## src/rtl/wb_pkg.sv

```systemverilog
// Shared encodings for the writeback stage: result-select and load-size codes
// plus the bit positions of the packed WBControl field.
package wb_pkg;

   localparam logic [1:0] WB_SEL_ALU  = 2'b00;
   localparam logic [1:0] WB_SEL_MEM  = 2'b01;
   localparam logic [1:0] WB_SEL_LINK = 2'b10;

   localparam logic [1:0] SZ_BYTE = 2'b00;
   localparam logic [1:0] SZ_HALF = 2'b01;
   localparam logic [1:0] SZ_WORD = 2'b10;

   localparam int WBC_SEL_HI   = 5;
   localparam int WBC_SEL_LO   = 4;
   localparam int WBC_SIZE_HI  = 3;
   localparam int WBC_SIZE_LO  = 2;
   localparam int WBC_SIGNED   = 1;
   localparam int WBC_REGWRITE = 0;

endpackage

```

## src/rtl/wb_load_align.sv

```systemverilog
// Extracts a byte/half/word from the raw memory word, extends it to DATA_W and
// flags addresses that are not aligned to the access size.
module wb_load_align
   import wb_pkg::*;
#(
   parameter int DATA_W     = 32,
   parameter bit BIG_ENDIAN = 1'b0,
   localparam int LANE_AW   = $clog2(DATA_W / 8)
) (
   input  logic [DATA_W-1:0]  raw_data,
   input  logic [LANE_AW-1:0] addr_lo,
   input  logic [1:0]         size,
   input  logic               load_signed,
   output logic [DATA_W-1:0]  aligned_data,
   output logic               misalign
);

   localparam int NUM_BYTES = DATA_W / 8;
   localparam int NUM_HALVES = DATA_W / 16;

   logic [LANE_AW-1:0] byte_lane;
   logic [LANE_AW-2:0] half_lane;
   logic [7:0]         byte_val;
   logic [15:0]        half_val;

   always_comb begin
      // NOTE: every variable gets a default before any branch so no latch is inferred.
      // Lane count is a power of two, so (N-1-k) is simply the bitwise inverse of k.
      byte_lane = BIG_ENDIAN ? ~addr_lo : addr_lo;
      half_lane = BIG_ENDIAN ? ~addr_lo[LANE_AW-1:1] : addr_lo[LANE_AW-1:1];
      byte_val  = '0;
      half_val  = '0;
      for (int i = 0; i < NUM_BYTES; i++) begin
         if (byte_lane == i[LANE_AW-1:0]) byte_val = raw_data[i*8 +: 8];
      end
      for (int i = 0; i < NUM_HALVES; i++) begin
         if (half_lane == i[LANE_AW-2:0]) half_val = raw_data[i*16 +: 16];
      end

      case (size)
         SZ_BYTE: begin
            aligned_data = {{(DATA_W-8){load_signed & byte_val[7]}}, byte_val};
            misalign     = 1'b0;
         end
         SZ_HALF: begin
            aligned_data = {{(DATA_W-16){load_signed & half_val[15]}}, half_val};
            misalign     = addr_lo[0];
         end
         default: begin
            aligned_data = raw_data;
            misalign     = |addr_lo;
         end
      endcase
   end

endmodule

```

## src/rtl/wb_stage_p.sv

```systemverilog
// MEM/WB pipeline register with result mux, register-file write qualification
// and a retired-instruction counter.
module wb_stage_p
   import wb_pkg::*;
#(
   parameter int DATA_W     = 32,
   parameter int REG_AW     = 5,
   parameter int CNT_W      = 32,
   parameter bit BIG_ENDIAN = 1'b0
) (
   input  logic              Clk,
   input  logic              Rst_n,
   input  logic              Stall_In,
   input  logic              Flush_In,
   input  logic              Valid_In,
   input  logic [5:0]        WBControl_In,
   input  logic [DATA_W-1:0] Address_In,
   input  logic [DATA_W-1:0] Data_In,
   input  logic [DATA_W-1:0] Link_In,
   input  logic [REG_AW-1:0] WriteReg_In,
   output logic [DATA_W-1:0] Data_Out,
   output logic [REG_AW-1:0] WriteReg_Out,
   output logic              RegWrite_Out,
   output logic              Valid_Out,
   output logic              Misalign_Out,
   output logic [CNT_W-1:0]  Retired_Out
);

   localparam int LANE_AW = $clog2(DATA_W / 8);

   logic [1:0]        sel;
   logic [DATA_W-1:0] load_data;
   logic              size_misalign;
   logic              misalign;
   logic [DATA_W-1:0] result;
   logic              reg_write;

   wb_load_align #(
      .DATA_W     (DATA_W),
      .BIG_ENDIAN (BIG_ENDIAN)
   ) u_align (
      .raw_data     (Data_In),
      .addr_lo      (Address_In[LANE_AW-1:0]),
      .size         (WBControl_In[WBC_SIZE_HI:WBC_SIZE_LO]),
      .load_signed  (WBControl_In[WBC_SIGNED]),
      .aligned_data (load_data),
      .misalign     (size_misalign)
   );

   always_comb begin
      sel      = WBControl_In[WBC_SEL_HI:WBC_SEL_LO];
      misalign = (sel == WB_SEL_MEM) & size_misalign;
      case (sel)
         WB_SEL_MEM:  result = load_data;
         WB_SEL_LINK: result = Link_In;
         default:     result = Address_In;
      endcase
      reg_write = Valid_In & WBControl_In[WBC_REGWRITE] & (WriteReg_In != '0) & ~misalign;
   end

   // Reset beats flush, flush beats stall; a flush keeps the data path so only
   // the qualifying flags drop.
   always_ff @(posedge Clk) begin
      // NOTE: sequential state uses non-blocking assignments so all registers update together.
      if (!Rst_n) begin
         Data_Out     <= '0;
         WriteReg_Out <= '0;
         RegWrite_Out <= 1'b0;
         Valid_Out    <= 1'b0;
         Misalign_Out <= 1'b0;
         Retired_Out  <= '0;
      end else if (Flush_In) begin
         RegWrite_Out <= 1'b0;
         Valid_Out    <= 1'b0;
         Misalign_Out <= 1'b0;
      end else if (!Stall_In) begin
         Data_Out     <= result;
         WriteReg_Out <= WriteReg_In;
         RegWrite_Out <= reg_write;
         Valid_Out    <= Valid_In;
         Misalign_Out <= Valid_In & misalign;
         if (Valid_In) Retired_Out <= Retired_Out + CNT_W'(1);
      end
   end

endmodule

```

## config.mk

```make
export PLATFORM = sky130hd
export DESIGN_NAME = wb_stage_p
export DESIGN_NICKNAME = d
export VERILOG_FILES = /design/src/rtl/wb_pkg.sv /design/src/rtl/wb_load_align.sv /design/src/rtl/wb_stage_p.sv
export SDC_FILE = /design/constraint.sdc
export NUM_CORES = 1
export LEC_CHECK = 0
export ABC_AREA = 1
export BUFFER_PORTS_ARGS = -buffer_cell sky130_fd_sc_hd__buf_2
export CAP_MARGIN = 20
export CELL_PAD_IN_SITES_DETAIL_PLACEMENT = 0
export CELL_PAD_IN_SITES_GLOBAL_PLACEMENT = 1
export CORE_MARGIN = 3
export CORE_UTILIZATION = 29
export CTS_CLUSTER_DIAMETER = 40
export DETAILED_ROUTE_END_ITERATION = 8
export GPL_ROUTABILITY_DRIVEN = 0
export GPL_TIMING_DRIVEN = 0
export PLACE_DENSITY_LB_ADDON = 0.15
export SYNTH_ARGS = -nofsm -noshare
export SYNTH_HDL_FRONTEND = slang
export SYNTH_SLANG_ARGS = --single-unit
```

## constraint.sdc

```tcl
create_clock -name Clk -period 1.35 [get_ports Clk]
set_input_delay 0.135 -clock Clk [delete_from_list [all_inputs] [get_ports Clk]]
set_output_delay 0.135 -clock Clk [all_outputs]
set_load 0.05 [all_outputs]
```

==> results.yml, run 1 <==
route:
  drtAntennaViolNets: 0
  drt_wl_total_mm: 18.8
  avgRoutedWirePerCell_um: 14.8
  drtIter0Drc: 242
  dr_total_vias: 5853
  drt-vias-per-instance: 4.59
  drc: 0
  dr.pass1.iters: 5
clocking:
  cts.path.max_buffers: 2
  htreeDepth: 3
  clock_latency_ns: 0.34
  cts_tree: "yes"
  cts_root_buffer: "clkbuf_16"
  clkTransAtPathRegs_ns: 0.06
  clkSinkCount: 72
  cts_buffers: 9
  cts_hold_buf: 0
yosys:
  syn-num-nets: 949
  synth_cell_types: 32
  synth_edf_count: 0
  synthTopCellsByCount: "304 x nand2_1, 145 x nor2_1, 104 x a21oi_1"
  synth-async-reset-ratio_pct: 0
  yosysTopAreaCell: "dfxtp_1"
  synthMostInstantiatedCell: "nand2_1"
  syn_inst: 834
  synth_flop_cell: "dfxtp_1"
  avgSynthCellArea_um2: 5.66
  synth_area_leaders: "dfxtp_1 31%, nand2_1 24%, nor2_1 12%"
  yosysSeqAreaShare_pct: 30.5
  syn_area_mm2: 0.00472
  synth_top_area_share_pct: 30.5
  synth_warnings: 0
  ys_seq_elements: 72
power:
  p_total_mw: 5.77
  p_leak_nw: 3.30
  power_density_mw_per_mm2: 836
  p_seq_share_pct: 38.1
  power_frac_comb_pct: 23.1
  switching_power_mw: 1.94
  irDropWorstVdd_uv: 792
  p_sw_share_pct: 33.6
  internal_power_mw: 3.83
  pwr-share-clk_pct: 38.8
layout:
  finalNetCount: 1169
  n_antenna_cell: 0
  design_area_mm2: 0.00690
  syn_to_final_growth_pct: 46.1
  drive_above_1_share_pct: 34.2
  n_fill_cell: 1823
sta:
  fmax_ghz: 0.683
  final_hold_viol_count: 0
  period_share_pct: 108
  fin_worst_skew_ns: 0.00794
  worst_slew_pin_slew_ns: 0.622
  setup_viol: 22
  rsz0062_at_grt: "yes"
  relSlewSlack_pct: 58.2
  slew_viol_final: 0
  finalWorstSetupSlack_ns: -0.114
  fin_crit_ns: 1.46
outcome:
  status: "complete, but fails checks"
  violations: "negative setup slack"
worst_setup_path:
  criticalPathCategory: "reg2reg"
  cp.arrival_ns: 1.72
  start_kind: "flop"
  critPathMaxStageDelay_ns: 0.36
  worstPathMaxFanout: 3
  required_ns: 1.61
  path_cells: "ha_4, inv_4, nor2_4, buf_4, buf_6, and3_4, nand3b_1, nand2_1, nand2_1, a21oi_2"
  rrSetupSlack_ns: -0.11
  crit_slowest_cell: "dfxtp_4"
  end_kind: "flop"
  cpMostUsedCell: "nand2_1"
global_route:
  track_usage_pct: 20.7
  antenna_found_initial: 0
  gr-total-overflow: 0
  grt_pass1_vias: 5586
  grt_pass1_wl_mm: 29.3
  grt_max_degree: 14
floorplan:
  coreArea_mm2: 0.0159
  initial_core_util_pct: 29.6
  die_height_um: 134
  ios: 184
  die_area_mm2: 0.0179
  core.rowCount: 46
  die_w_um: 134
placed_design:
  pre_cts_ws_ns: -0.468
  place_area_mm2: 0.00610
  portBuffers: 181
  hpwl_mm: 15.0
job:
  cap_violations: 0
min_path:
  hp-class: "in2reg"
## sequential cells by signal (all words and copies together) (netlist names)
| name | flops |
|---|---|
| Valid_Out | 1 |
| RegWrite_Out | 1 |
| Data_Out | 32 |
| WriteReg_Out | 5 |
| Retired_Out | 32 |
| Misalign_Out | 1 |
## cell usage in the layout, fill, tap and decap left out, types with 2 or more instances in the layout
master	n
nand2_1	283
buf_2	182
nor2_1	121
a21oi_1	100
inv_1	55
dfxtp_1	41
o21ai_0	24
dfxtp_4	19
nor2_4	19
clkbuf_1	19
nand3_1	18
buf_4	18
nand2_2	15
nor2_2	14
buf_6	13
clkbuf_2	13
dfxtp_2	12
nand2_4	11
nand4_1	9
o21ai_1	9
clkbuf_16	9
inv_4	6
nand3_2	5
nand3b_1	4
nor3_1	4
o21ai_2	4
a21oi_2	4
inv_2	3
clkinv_1	2
clkinv_2	2
o22ai_1	2
clkinv_4	2
clkinvlp_4	2
## per-layer routing
layer | vias to the layer above | part of all wire, % | GRT usage [%]
met2 | 166 | 49 | 35.0
met4 | 0 | 1.4 | 4.91
met3 | 17 | 6.6 | 5.59
li1 | 3077 | - | -
met1 | 2593 | 43 | 26.2
met5 | - | 0 | 0
## final timing paths
| check | cells after the start | to | startpoint |
|---|---|---|---|
| worst max-delay path | 10 | Retired_Out[28] | Retired_Out[0] |
| worst min-delay path | 3 | WriteReg_Out[2] | WriteReg_In[2] |
| worst max register to register | 10 | Retired_Out[28] | Retired_Out[0] |
| worst min register to register | 2 | RegWrite_Out | RegWrite_Out |
## power by group through the flow
| stage | registers, mW | clock network, mW | logic (mW) |
|---|---|---|---|
| floorplan | 2.49 | 0 | 0.579 |
| global placement | 2.25 | 0 | 1.30 |
| detailed placement | 2.25 | 0 | 1.30 |
| CTS | 2.20 | 2.29 | 1.32 |
| global route | 2.21 | 2.40 | 1.48 |
| finish | 2.20 | 2.24 | 1.33 |
## through the flow
stage                     instances  hold slack (ns)  TNS [ns]  utilization (%)
after CTS                      1265           0.0224     -1.53             41.4
after detailed placement       1231            0.383    -18.35             38.3
final                          1275           0.0381     -1.35             43.3
after floorplan                 834            0.270    -0.529                -
after global placement         1231            0.382    -17.93             38.3
after global routing           1275           0.0451     -3.67             43.3
## worst max-delay path, delay by kind of cell, from the launching register on
family / cells / cell delay, ns
simple gates: 5 / 0.51
compound gates: 1 / 0.13
buf+inv: 3 / 0.25
fa+ha+maj: 1 / 0.14
flops: 1 / 0.36
## cells by family after synthesis
| family | synth area share, % |
|---|---|
| DFF | 30.5 |
| AOI/OAI and AO/OA | 15.4 |
| buffers and inverters | 8.50 |
| adders and majority gates | 0.795 |
| and+or+nand+nor | 44.5 |
| xor gates and xnor gates | 0.371 |
## timing repair
action	4_1_cts	5_1_grt
hold endpoints to repair	0	0
pin swaps	23	24
resized for setup	30	79
setup endpoints to repair	41	56
setup buffers	19	12
## area by class of cell
cell class	instances	area [µm²]	area share, %
flip-flops and latches	72	1530	22.1
well taps	216	270	3.92
plain buffers	36	164	2.37
clock buffers	9	225	3.26
multi-input cells	659	3220	46.7
inverters	65	258	3.73
repair buffers	211	1190	17.2
clock inverters	7	47.5	0.689
Power figures use the tool's default switching activity.
==> inputs of run 2 (changes only) <==
ABC_AREA = unset   (was 1)
CORE_UTILIZATION = 31   (was 29)
==> run 2 against run 1 <==
The run still ends with negative setup slack left. Setup slack worse by 0.12 ns. Synthesized area decreased by 7.0%. Clock skew is 0.0048 ns lower. Die area fell by 12%. Sequential share of layout area rose by 1.2 points. Largest cell class unchanged.
==> results.yml, run 2 <==
layout:
  reg_top3: "Data_Out: 32 flops, Retired_Out: 32 flops, WriteReg_Out: 5 flops"
  layout_common_cells: "188 x buf_2, 70 x nand2_1, 44 x dfxtp_1"
  final_util_pct: 48.5
  design_area_mm2: 0.00658
  finalNetCount: 875
  syn_to_final_growth_pct: 49.8
  drive_above_1_share_pct: 44.8
  final_common_cell: "buf_2"
global_route:
  track_usage_pct: 23.4
  antenna_found_initial: 3
  gr-total-overflow: 0
  grt_pass1_vias: 5292
  grt_pass1_wl_mm: 29.2
  grt_max_degree: 13
sta:
  fin_worst_skew_ns: 0.00316
  fmax_ghz: 0.631
  slew_viol_final: 0
  rsz0062_at_grt: "yes"
  fin_crit_ns: 1.59
  final_hold_viol_count: 0
  finalWorstSetupSlack_ns: -0.235
  relSlewSlack_pct: 56.1
  setup_viol: 19
  period_share_pct: 117
  worst_slew_pin_slew_ns: 0.658
clocking:
  cts_buffers: 9
  htreeDepth: 3
  cts.path.max_buffers: 2
  clock_latency_ns: 0.34
  cts_tree: "yes"
  cts_root_buffer: "clkbuf_16"
  cts_hold_buf: 0
  clkSinkCount: 72
  clkTransAtPathRegs_ns: 0.06
worst_setup_path:
  regToRegEndpoint: "Retired_Out[24]"
  start_kind: "flop"
  r2r-start: "Retired_Out[9]"
  crit_start: "Retired_Out[9]"
  crit_end: "Retired_Out[24]"
  worstPathMaxFanout: 7
  criticalPathCategory: "reg2reg"
  r2r_cells: 4
  rrSetupSlack_ns: -0.24
  cp.arrival_ns: 1.85
  required_ns: 1.61
  end_kind: "flop"
power:
  irDropWorstVdd_uv: 566
  p_leak_nw: 2.88
  power_density_mw_per_mm2: 879
floorplan:
  coreArea_mm2: 0.0136
  core.rowCount: 42
  die_area_mm2: 0.0156
  die_w_um: 125
  initial_core_util_pct: 32.4
  ios: 184
  die_height_um: 125
placed_design:
  portBuffers: 181
  pre_cts_ws_ns: -0.809
  place_area_mm2: 0.00576
  hpwl_mm: 14.4
yosys:
  ys_seq_elements: 72
  synthTopCellsByCount: "72 x dfxtp_1, 72 x nand2_1, 43 x o21ai_0"
  synth_warnings: 0
  avgSynthCellArea_um2: 8.12
  synth-async-reset-ratio_pct: 0
  yosysSeqAreaShare_pct: 32.8
  syn_inst: 541
  synth_area_leaders: "dfxtp_1 33%, nand2_1 6.2%, o221ai_1 5.4%"
  synth_top_area_share_pct: 32.8
  synth_flop_cell: "dfxtp_1"
  syn_area_mm2: 0.00439
  syn-num-nets: 656
  synth_cell_types: 65
  synth_edf_count: 0
  yosysTopAreaCell: "dfxtp_1"
job:
  cap_violations: 0
route:
  met1_length_mm: 8.73
  topRoutingLayerUsed: "met5"
  dr.pass1.iters: 5
  avgRoutedWirePerCell_um: 20.3
  dr_total_vias: 5290
  drt-vias-per-instance: 5.61
  dr_wl_met2_mm: 8.41
  met3WireLength_mm: 1.41
  drtAntennaViolNets: 0
  drc: 0
  drtIter0Drc: 370
  drt_wl_total_mm: 19.1
outcome:
  violations: "negative setup slack"
  status: "complete, but fails checks"
min_path:
  worstHoldPathCells: 3
  hp-class: "in2reg"
[run 2: per-stage QoR]
step / hold slack [ns] / setup TNS [ns] / total power, mW / instances
after global placement: 0.388 / -33.90 / 3.57 / 898
final: 0.0590 / -2.86 / 5.78 / 943
after detailed placement: 0.397 / -35.24 / 3.59 / 898
after CTS: 0.0437 / -2.68 / 5.76 / 937
after floorplan: 0.271 / -3.33 / 3.07 / 541
after global routing: 0.0616 / -4.42 / 6.01 / 943
[run 2: kinds of logic (layout without fill, tap and decap cells)]
group           after synthesis  count (layout)  synth area share [%]
compound gates              191             191                  31.0
xor+xnor                     11              11                  2.19
fa+ha+maj                     3               3                 0.855
buf+inv                      62             286                  6.27
flops                        72              72                  32.8
mux                          19              19                  4.62
other cells                   0               2                     0
simple gates                183             183                  22.3
[run 2: worst min-delay path by stage]
stage | from | to | slack [ns]
2_1_floorplan | WriteReg_In[0] | WriteReg_Out[0] | 0.27
3_3_place_gp | WriteReg_In[0] | WriteReg_Out[0] | 0.39
3_5_place_dp | WriteReg_In[3] | WriteReg_Out[3] | 0.40
4_1_cts | WriteReg_In[3] | WriteReg_Out[3] | 0.04
5_1_grt | WriteReg_In[1] | WriteReg_Out[1] | 0.06
6_report | WriteReg_In[4] | WriteReg_Out[4] | 0.06
[run 2: worst max-delay path: stages (launching register included)]
cell and delay, ns:
dfxtp_4 0.36, and4_4 0.25, nand4_4 0.21, or4_4 0.57, a21oi_2 0.12
[run 2: layout make-up]
type / instances / area (µm²)
Antenna cell: 2 / 5.00
Buffer: 48 / 310
Clock buffer: 12 / 236
Clock inverter: 4 / 23.8
Fill cell: 1349 / 6980
Inverter: 13 / 55.1
Multi-Input combinational cell: 407 / 3020
Sequential cell: 72 / 1530
Tap cell: 176 / 220
Timing Repair Buffer: 209 / 1180
[run 2: routing by layer]
metal | vias up | track usage [%]
li1 | 2517 | -
met1 | 2512 | 31.3
met2 | 218 | 35.3
met3 | 41 | 5.93
met4 | 2 | 11.0
met5 | - | 0
[run 2: repair_timing]
| item | in CTS | in global routing |
|---|---|---|
| buffers inserted | 24 | 7 |
| pin swaps | 18 | 11 |
| cloned | 1 | 0 |
| resized for setup | 41 | 53 |
| setup endpoints to repair | 66 | 56 |
[run 2: power by group]
part | internal (mW) | switching (mW) | leakage [nW]
combinational | 0.460 | 0.933 | 2.15
clock | 1.24 | 0.946 | 0.120
sequential | 2.16 | 0.0470 | 0.607
total | 3.86 | 1.93 | 2.88
